$ cat config.mk
export PLATFORM = sky130hd
export DESIGN_NAME = ads131_frame_unpacker
export DESIGN_NICKNAME = d
export VERILOG_FILES = /design/src/rtl/ads131_frame_unpacker.sv
export SDC_FILE = /design/constraint.sdc
export NUM_CORES = 1
export LEC_CHECK = 0
export BUFFER_PORTS_ARGS = -buffer_cell sky130_fd_sc_hd__buf_2
export CAP_MARGIN = 20
export CORE_MARGIN = 2
export CORE_UTILIZATION = 42
export DETAILED_ROUTE_END_ITERATION = 8
export GPL_TIMING_DRIVEN = 0
export MAX_ROUTING_LAYER = met4
export SYNTH_ARGS = -nofsm -noshare
export SYNTH_HDL_FRONTEND = slang
export SYNTH_SLANG_ARGS = --single-unit
$ cat constraint.sdc
create_clock -name system_clock -period 4.2 [get_ports system_clock]
set_input_delay 0.63 -clock system_clock [delete_from_list [all_inputs] [get_ports system_clock]]
set_output_delay 0.63 -clock system_clock [all_outputs]
set_load 0.1 [all_outputs]
$ cat src/rtl/ads131_frame_unpacker.sv
// Unpacks ADS131A0x status + channel word frames into sign-extended, channel-tagged
// samples, buffered in a first-word fall-through FIFO on a valid/ready stream.
module ads131_frame_unpacker #(
    parameter int          NUM_CH      = 4,
    parameter int          FIFO_DEPTH  = 8,
    parameter logic [7:0]  EXPECT_STAT = 8'h22
) (
    input  logic        system_clock,
    input  logic        reset_n,
    input  logic        enable,
    input  logic        word_valid,
    input  logic [23:0] word_data,
    input  logic        frame_start,
    output logic        sample_valid,
    input  logic        sample_ready,
    output logic [31:0] sample_data,
    output logic [1:0]  sample_channel,
    output logic [15:0] status_word,
    output logic        frame_done,
    output logic        status_error,
    output logic        frame_error,
    input  logic        clear_errors,
    output logic [7:0]  overflow_count,
    output logic [15:0] frame_count
);

    localparam int         AW      = (FIFO_DEPTH > 1) ? $clog2(FIFO_DEPTH) : 1;
    localparam int         CW      = AW + 1;
    localparam logic [1:0] LAST_CH = 2'(NUM_CH - 1);

    typedef enum logic [1:0] {
        S_IDLE     = 2'd0,
        S_CHANNELS = 2'd1,
        S_DISCARD  = 2'd2
    } state_t;

    state_t      state_q;
    logic [1:0]  ch_q;
    logic [15:0] status_word_q;
    logic        frame_done_q;
    logic        status_error_q;
    logic        frame_error_q;
    logic [15:0] frame_count_q;

    logic [33:0]   mem [FIFO_DEPTH];
    logic [AW-1:0] wr_ptr_q;
    logic [AW-1:0] rd_ptr_q;
    logic [CW-1:0] count_q;
    logic [CW-1:0] count_d;
    logic [7:0]    overflow_q;

    logic word_is_start;
    logic word_is_data;
    logic status_bad;
    logic status_err_set;
    logic frame_err_set;
    logic push_req;
    logic pop;
    logic fifo_full;
    logic push_ok;
    logic drop;

    assign word_is_start  = word_valid & frame_start;
    assign word_is_data   = word_valid & ~frame_start;
    assign status_bad     = (word_data[23:16] != EXPECT_STAT);
    assign status_err_set = word_is_start & enable & status_bad;
    assign frame_err_set  = word_is_start & (state_q != S_IDLE);

    assign sample_valid = (count_q != '0);
    assign pop          = sample_valid & sample_ready;
    assign fifo_full    = (count_q == CW'(FIFO_DEPTH));
    assign push_req     = (state_q == S_CHANNELS) & word_is_data;
    // A pop in the same cycle frees the slot the push is about to use.
    assign push_ok      = push_req & (~fifo_full | pop);
    assign drop         = push_req & fifo_full & ~pop;

    always_ff @(posedge system_clock) begin
        if (!reset_n) begin
            state_q        <= S_IDLE;
            ch_q           <= 2'd0;
            status_word_q  <= 16'd0;
            frame_done_q   <= 1'b0;
            status_error_q <= 1'b0;
            frame_error_q  <= 1'b0;
            frame_count_q  <= 16'd0;
        end else begin
            frame_done_q <= 1'b0;

            if (clear_errors)        status_error_q <= 1'b0;
            else if (status_err_set) status_error_q <= 1'b1;

            if (clear_errors)       frame_error_q <= 1'b0;
            else if (frame_err_set) frame_error_q <= 1'b1;

            // A status word restarts framing from any state; enable only gates new frames.
            if (word_is_start) begin
                ch_q <= 2'd0;
                if (enable) begin
                    status_word_q <= word_data[23:8];
                    state_q       <= status_bad ? S_DISCARD : S_CHANNELS;
                end else begin
                    state_q <= S_IDLE;
                end
            end else if (word_is_data) begin
                case (state_q)
                    S_CHANNELS: begin
                        if (ch_q == LAST_CH) begin
                            frame_done_q  <= 1'b1;
                            frame_count_q <= frame_count_q + 16'd1;
                            ch_q          <= 2'd0;
                            state_q       <= S_IDLE;
                        end else begin
                            ch_q <= ch_q + 2'd1;
                        end
                    end
                    S_DISCARD: begin
                        if (ch_q == LAST_CH) begin
                            ch_q    <= 2'd0;
                            state_q <= S_IDLE;
                        end else begin
                            ch_q <= ch_q + 2'd1;
                        end
                    end
                    default: begin
                        state_q <= S_IDLE;
                    end
                endcase
            end
        end
    end

    always_comb begin
        count_d = count_q;
        case ({push_ok, pop})
            2'b10:   count_d = count_q + CW'(1);
            2'b01:   count_d = count_q - CW'(1);
            default: count_d = count_q;
        endcase
    end

    always_ff @(posedge system_clock) begin
        if (!reset_n) begin
            wr_ptr_q   <= '0;
            rd_ptr_q   <= '0;
            count_q    <= '0;
            overflow_q <= 8'd0;
        end else begin
            if (push_ok) wr_ptr_q <= wr_ptr_q + AW'(1);
            if (pop)     rd_ptr_q <= rd_ptr_q + AW'(1);
            count_q <= count_d;
            if (drop && overflow_q != 8'hFF) overflow_q <= overflow_q + 8'd1;
        end
    end

    always_ff @(posedge system_clock) begin
        if (push_ok) mem[wr_ptr_q] <= {ch_q, {8{word_data[23]}}, word_data};
    end

    // Head is forced to zero while empty so stale RAM contents never reach the port.
    assign sample_data    = sample_valid ? mem[rd_ptr_q][31:0]  : 32'd0;
    assign sample_channel = sample_valid ? mem[rd_ptr_q][33:32] : 2'd0;

    assign status_word    = status_word_q;
    assign frame_done     = frame_done_q;
    assign status_error   = status_error_q;
    assign frame_error    = frame_error_q;
    assign overflow_count = overflow_q;
    assign frame_count    = frame_count_q;

endmodule
==> metrics.yaml, run 1 <==
place_ws_ns: 0.774
slew_violations: 0
r2r_setup_slack_ns: 1.44
io_buffers: 106
post_route_cells_drive_above_1_share_pct: 31.5
critPathArrivalTime_ns: 3.31
cp_max_fo: 10
clkTransAtPathRegs_ns: 0.06
track_usage_pct: 18.7
synthTopCellsByArea: "edfxtp_1, dfxtp_1, mux4_2"
finalHoldWorstSlack_ns: 0.342
synth_warnings: 0
avgSynthCellArea_um2: 16.2
synth_ff_type: "edfxtp_1"
whs_endpoint: "mem[5][7]"
cts_htree_levels: 1
finalWirelength_mm: 23.8
critical_path.top_delay_family: "buffers and inverters"
wl_per_cell_um: 20.4
fmax_mhz: 254
r2r_end: "mem[3][8]"
start_kind: "flop"
crit_buf_inv: 4
postCtsSetupBuffers: 0
grt_overflow_total: 0
root_buffer: "clkbuf_16"
nNetsFinal: 854
status: "completed"
critPathMostFrequentCell: "clkbuf_1"
viasPerCell: 5.34
grt_pass1_wl_mm: 36.8
maxCapViolations: 0
holdBufCountCts: 0
yosysSeqAreaShare_pct: 69.8
synthArstFlopShare_pct: 0
grt_pass1_vias: 6355
cts_repair_resize_count: 0
antenna_left: 0
die_x_um: 163
place.gp.congestion: 0.828
rows: 58
finClkSkew_ns: 0.0109
postLayoutCoreUtil_pct: 51.3
syn_nets: 698
ys_seq_elements: 268
die_area_um2: 26700
hold_violations: 0
finalWorstSetupSlack_ns: 0.264
r2r_cells: 8
vias: 6246
setup_viol: 0
clock-sinks: 268
area_delta_synth_final_pct: 20.5
fin_crit_ns: 3.94
dpl.hpwl_mm: 15.8
hold_depth: 1
insertion_delay_ns: 0.55
synth-edff-count: 208
max_slew.worst_pin.slew_ns: 0.955
clk_path_buf_depth: 3
crit_type: "reg2out"
cts-buffers-inserted: 29
reg2reg_from: "state_q[1]"
grt_max_degree: 26
min_from: "word_data[7]"
rsz0062_at_grt: "no"
die_h_um: 163
syn_inst: 659
cp_slowest_cell: "clkbuf_1"
io-pin-count: 109
drt-pass1-iter-count: 5
ir_drop_mv: 0.312
synth_cell_types: 47
netlist_area_um2: 10700
cp_slowest_stage_delay_ns: 0.63
drtIter0Drc: 465
cts_tree: "yes"
period_share_pct: 93.7
required_ns: 3.57
synth_area_leader_cell: "edfxtp_1"
cp-end-kind: "output port"
p_per_area_nw_per_um2: 431
placeableCoreArea_um2: 25000
path_cells: "clkbuf_1 -> clkbuf_1 -> mux4_2 -> mux2i_1 -> nor2_1 -> buf_4 -> buf_2"
slew_headroom_pct: 36.0
total_leakage_power_nw: 4.50
start_util_pct: 42.6
drc: 0
yosys.area.top_type_share_pct: 58.6
antenna_found_initial: 1
hold_path.class: "in2reg"
-- cell type report --
cell class / instances / area, um^2
Antenna cell: 1 / 2.50
Multi-Input combinational cell: 344 / 3030
Fill cell: 2104 / 12200
Timing Repair Buffer: 125 / 759
Inverter: 6 / 22.5
Clock inverter: 18 / 164
Tap cell: 330 / 413
Clock buffer: 36 / 803
Sequential cell: 268 / 7450
Buffer: 41 / 213
-- per-stage QoR --
stage	std cells	TNS, ns	instance area [um^2]	power [W]
after floorplan	659	0	10700	0.00300
after global routing	1169	0	12900	0.00571
final	1169	0	12900	0.00554
after detailed placement	1114	0	11900	0.00307
after global placement	1095	-207.53	11600	0.00306
after CTS	1168	0	12900	0.00559
-- cells in the final DEF, fill, tap and decap left out, types with 3 or more instances in the layout --
| cell type | count |
|---|---|
| mux2i_1 | 34 |
| buf_2 | 116 |
| nor2_1 | 53 |
| buf_12 | 3 |
| clkbuf_1 | 19 |
| nand2_1 | 55 |
| clkinvlp_4 | 5 |
| clkinv_2 | 6 |
| or3_1 | 5 |
| o21ai_0 | 7 |
| o41ai_1 | 3 |
| xnor2_1 | 6 |
| clkbuf_16 | 30 |
| nand4_1 | 7 |
| nor2_4 | 3 |
| mux4_2 | 52 |
| o31ai_1 | 4 |
| nand2b_1 | 11 |
| buf_6 | 15 |
| a21oi_1 | 34 |
| or4_1 | 4 |
| and3_1 | 6 |
| nand3_1 | 12 |
| nor3_1 | 3 |
| nor3_2 | 4 |
| edfxtp_1 | 208 |
| inv_1 | 6 |
| buf_4 | 11 |
| clkbuf_8 | 3 |
| buf_1 | 4 |
| dfxtp_1 | 60 |
| xor2_1 | 7 |
| ha_1 | 8 |
-- routing by layer --
| metal | vias up | global-route usage [%] | share of wire, % |
|---|---|---|---|
| met5 | - | - | 0 |
| met4 | 0 | 3.94 | 1.5 |
| met3 | 26 | 2.67 | 5.9 |
| met2 | 197 | 30.2 | 48 |
| met1 | 3167 | 25.6 | 44 |
| li1 | 2856 | - | - |
-- power by group --
part	internal [W]	switching, W
sequential	0.00286	0.00000343
clock	0.00149	0.00104
combinational	0.0000302	0.000119
total	0.00437	0.00116
-- cells by family after synthesis --
family | count (synthesis) | synth area share [%]
compound gates | 56 | 3.25
xor+xnor | 13 | 1.07
fa+ha+maj | 8 | 0.939
buf+inv | 47 | 2.21
flops | 268 | 69.8
mux | 86 | 14.2
simple gates | 181 | 8.54
-- Yosys cell counts (3+ instances only) --
library cell	number
ha_1	8
or3_1	5
nor3_1	7
or4_1	4
nand4_1	7
a21oi_1	34
inv_1	6
dfxtp_1	60
xnor2_1	6
buf_4	8
o41ai_1	3
buf_1	4
and3_1	6
xor2_1	7
nand3_1	12
o21ai_0	7
mux4_2	52
clkbuf_1	16
mux2i_1	34
nand2_1	55
buf_2	10
nand2b_1	11
nor2_1	56
o31ai_1	4
edfxtp_1	208
-- sequential cells by signal (all words and copies together), names as in the netlist, named ones only --
name / cells
frame_error: 1
mem: 208
ch_q: 2
status_word: 16
rd_ptr_q: 3
state_q: 2
overflow_count: 8
wr_ptr_q: 3
count_q: 4
status_error: 1
frame_count: 16
frame_done: 1
-- how the worst max path moves through the flow --
stage | end | cells past startpoint
finish | sample_data[25] | 7
CTS | sample_data[25] | 7
global placement | mem[0][5] | 5
global route | sample_data[25] | 7
floorplan | mem[0][0] | 4
detailed placement | sample_data[25] | 7
Note: power is estimated with default switching activity, not from simulation.
==> run 2, diff against run 1 <==
--- a/config.mk
+++ b/config.mk
@@ -5,10 +5,12 @@
 export SDC_FILE = /design/constraint.sdc
 export NUM_CORES = 1
 export LEC_CHECK = 0
+export ABC_AREA = 1
 export BUFFER_PORTS_ARGS = -buffer_cell sky130_fd_sc_hd__buf_2
 export CAP_MARGIN = 20
 export CORE_MARGIN = 2
 export CORE_UTILIZATION = 42
+export CTS_BUF_LIST = sky130_fd_sc_hd__clkbuf_8 sky130_fd_sc_hd__clkbuf_16
 export DETAILED_ROUTE_END_ITERATION = 8
 export GPL_TIMING_DRIVEN = 0
 export MAX_ROUTING_LAYER = met4
==> run 2 against run 1 <==
  * Area after synthesis rose by 3.3%
  * Highest routed layer unchanged
  * Power rose by 70%
  * Sequential power rose by 3%
==> metrics.yaml, run 2 <==
die_x_um: 166  # +1.6%
hold_violations: 0  # unchanged
grt_overflow_total: 0  # unchanged
dpl.hpwl_mm: 17.4  # +10%
regArea_um2: 7450  # unchanged
placeableCoreArea_um2: 25900  # +3.5%
nNetsFinal: 1214  # +42%
place_ws_ns: 0.892  # +0.118 ns
holdBufCountCts: 0  # unchanged
p_per_area_nw_per_um2: 729  # +69%
die_area_um2: 27500  # +3.2%
synth_most_common_cell: "nor2_1"
cts-buffers-inserted: 28  # -3.4%
viasPerCell: 5.16  # -3.5%
grt_max_degree: 27  # +3.8%
fin_crit_ns: 3.85  # -0.0826 ns
largest_register_ffs: 208  # unchanged
ys_seq_elements: 268  # unchanged
root_buffer: "clkbuf_16"
cp-end-kind: "output port"
clock-sinks: 268  # unchanged
wl_per_cell_um: 17.9  # -12%
slew_violations: 0  # unchanged
ir_drop_mv: 0.670  # +110%
clkTransAtPathRegs_ns: 0.06  # about the same
synth_cell_types: 33  # -30%
top_register: "mem"
cts_tree: "yes"
post_route_cells_drive_above_1_share_pct: 17.5  # -14 points
cp_slowest_cell: "nor2_1"
antenna_found_initial: 1  # unchanged
slew_headroom_pct: 35.9  # -0.051 points
critPathArrivalTime_ns: 3.22  # -0.09 ns
finalWorstSetupSlack_ns: 0.347  # +0.0826 ns
synth_ff_type: "edfxtp_1"
synth-edff-count: 208  # unchanged
avgSynthCellArea_um2: 10.6  # -34%
die_h_um: 166  # +1.6%
antenna_left: 0  # unchanged
crit_type: "reg2out"
total_leakage_power_nw: 4.74  # +5.2%
cts_htree_levels: 1  # unchanged
vias: 7887  # +26%
grt_pass1_vias: 7604  # +20%
drtIter0Drc: 617  # +33%
io-pin-count: 109  # unchanged
cp_slowest_stage_delay_ns: 0.50  # -0.13 ns
clk_path_buf_depth: 3  # unchanged
synth_warnings: 0  # unchanged
synthTopCellsByArea: "edfxtp_1, dfxtp_1, nor2_1"
area_delta_synth_final_pct: 17.2
io_buffers: 108  # +1.9%
finalSetupTns_ns: 0  # unchanged
max_slew.worst_pin.slew_ns: 0.959  # +0.00369 ns
postCtsSetupBuffers: 0  # unchanged
cp_max_fo: 10  # unchanged
drt-pass1-iter-count: 5  # unchanged
yosysSeqAreaShare_pct: 67.6  # -2.2 points
start_util_pct: 42.5  # -0.076 points
cts_repair_resize_count: 0  # unchanged
synth_area_leader_cell: "edfxtp_1"
n_fill_cell: 2355  # +12%
setup_viol: 0  # unchanged
fmax_mhz: 260  # +2.1%
place.gp.congestion: 0.775  # -6.4%
track_usage_pct: 20.2  # +1.5 points
syn_inst: 1035  # +57%
rows: 59  # +1.7%
mostFrequentLayoutCells: "nor2_1, edfxtp_1, buf_2"
required_ns: 3.57  # about the same
yosys.area.top_type_share_pct: 56.7  # -1.9 points
hold_path.class: "in2reg"
multi_input_area_um2: 3120  # +3.1%
drc: 0  # unchanged
status: "completed"
insertion_delay_ns: 0.54  # about the same
rsz0062_at_grt: "no"
mostFrequentLayoutCell: "nor2_1"
start_kind: "flop"
maxCapViolations: 0  # unchanged
netlist_area_um2: 11000  # +3.3%
synthArstFlopShare_pct: 0  # unchanged
synth_commonest_cells: "nor2_1, edfxtp_1, nand2_1"
finClkSkew_ns: 0.0166  # +0.00574 ns
power_w: 0.00942  # +70%
syn_nets: 1074  # +54%
path_cells: "buf_4 -> clkbuf_1 -> o21ai_0 -> o32ai_1 -> nor2_1 -> nor2_1 -> buf_4 -> buf_2"
grt_pass1_wl_mm: 42.4  # +15%
finalWirelength_mm: 27.4  # +15%
period_share_pct: 91.7  # -2.0 points
## run 2: cell types whose count changed after synthesis, sizes merged, moves of 5 or more
cell,before,now
mux4,52,0
clkbuf,17,24
nand2b,11,0
o32ai,0,26
inv,6,51
buf,24,33
nand3,13,19
o21ai,7,148
a21oi,34,45
nor2,56,268
or2,0,5
or3,5,0
mux2i,34,0
nand2,55,117
## run 2: cell families after synthesis
| family | after synthesis | synth area share, % |
|---|---|---|
| AO/OA/AOI/OAI | 223 | 11.1 |
| adder cells (fa/ha/maj) | 8 | 0.909 |
| buffers and inverters | 108 | 4.60 |
| XOR/XNOR | 6 | 0.477 |
| flip-flops | 268 | 67.6 |
| AND/OR/NAND/NOR | 422 | 15.3 |
## run 2: area by class of cell
| class | count | area share (%) |
|---|---|---|
| clock inverter | 17 | 0.552 |
| sequential | 268 | 57.7 |
| timing repair buffer | 110 | 4.55 |
| inverter | 51 | 1.48 |
| antenna | 1 | 0.0194 |
| clock buffer | 31 | 5.83 |
| multi-input combinational | 659 | 24.2 |
| tap | 335 | 3.25 |
| buffer | 57 | 2.44 |
## run 2: routing by layer
layer	track usage (%)	share of wire, %	up-vias
li1	-	-	3860
met1	28.2	46	3748
met2	31.5	46	234
met3	2.98	6.4	45
met4	4.76	1.8	0
met5	-	0	-
## run 2: worst paths after layout
kind	startpoint	slack (ns)	cells after the start	to
worst min register to register	status_error	0.45	2	status_error
worst min-delay path	clear_errors	0.36	3	status_error
worst max register to register	state_q[0]	1.58	7	mem[6][8]
worst max-delay path	flop	0.35	8	sample_data[29]
## run 2: critical path, delay by kind of cell (launching register included)
family | cells | cell delay (ns)
AOI/OAI and AO/OA | 2 | 0.32
DFF | 1 | 0.46
buffers and inverters | 4 | 1.31
and+or+nand+nor | 2 | 0.58
## run 2: through the flow
stage / util [%] / hold slack, ns / std cells / instance area [um^2]
6_report: 49.8 / 0.362 / 1529 / 12900
3_3_place_gp: 46.2 / 0.435 / 1478 / 12000
2_1_floorplan: - / 0.433 / 1035 / 11000
5_1_grt: 49.8 / 0.351 / 1529 / 12900
4_1_cts: 49.8 / 0.350 / 1528 / 12900
3_5_place_dp: 46.6 / 0.440 / 1480 / 12100
## run 2: power by group
| part | internal [W] | switching (W) | total (W) |
|---|---|---|---|
| Clock | 0.00127 | 0.000969 | 0.00223 |
| Combinational | 0.000810 | 0.00343 | 0.00424 |
| Sequential | 0.00289 | 0.0000517 | 0.00294 |
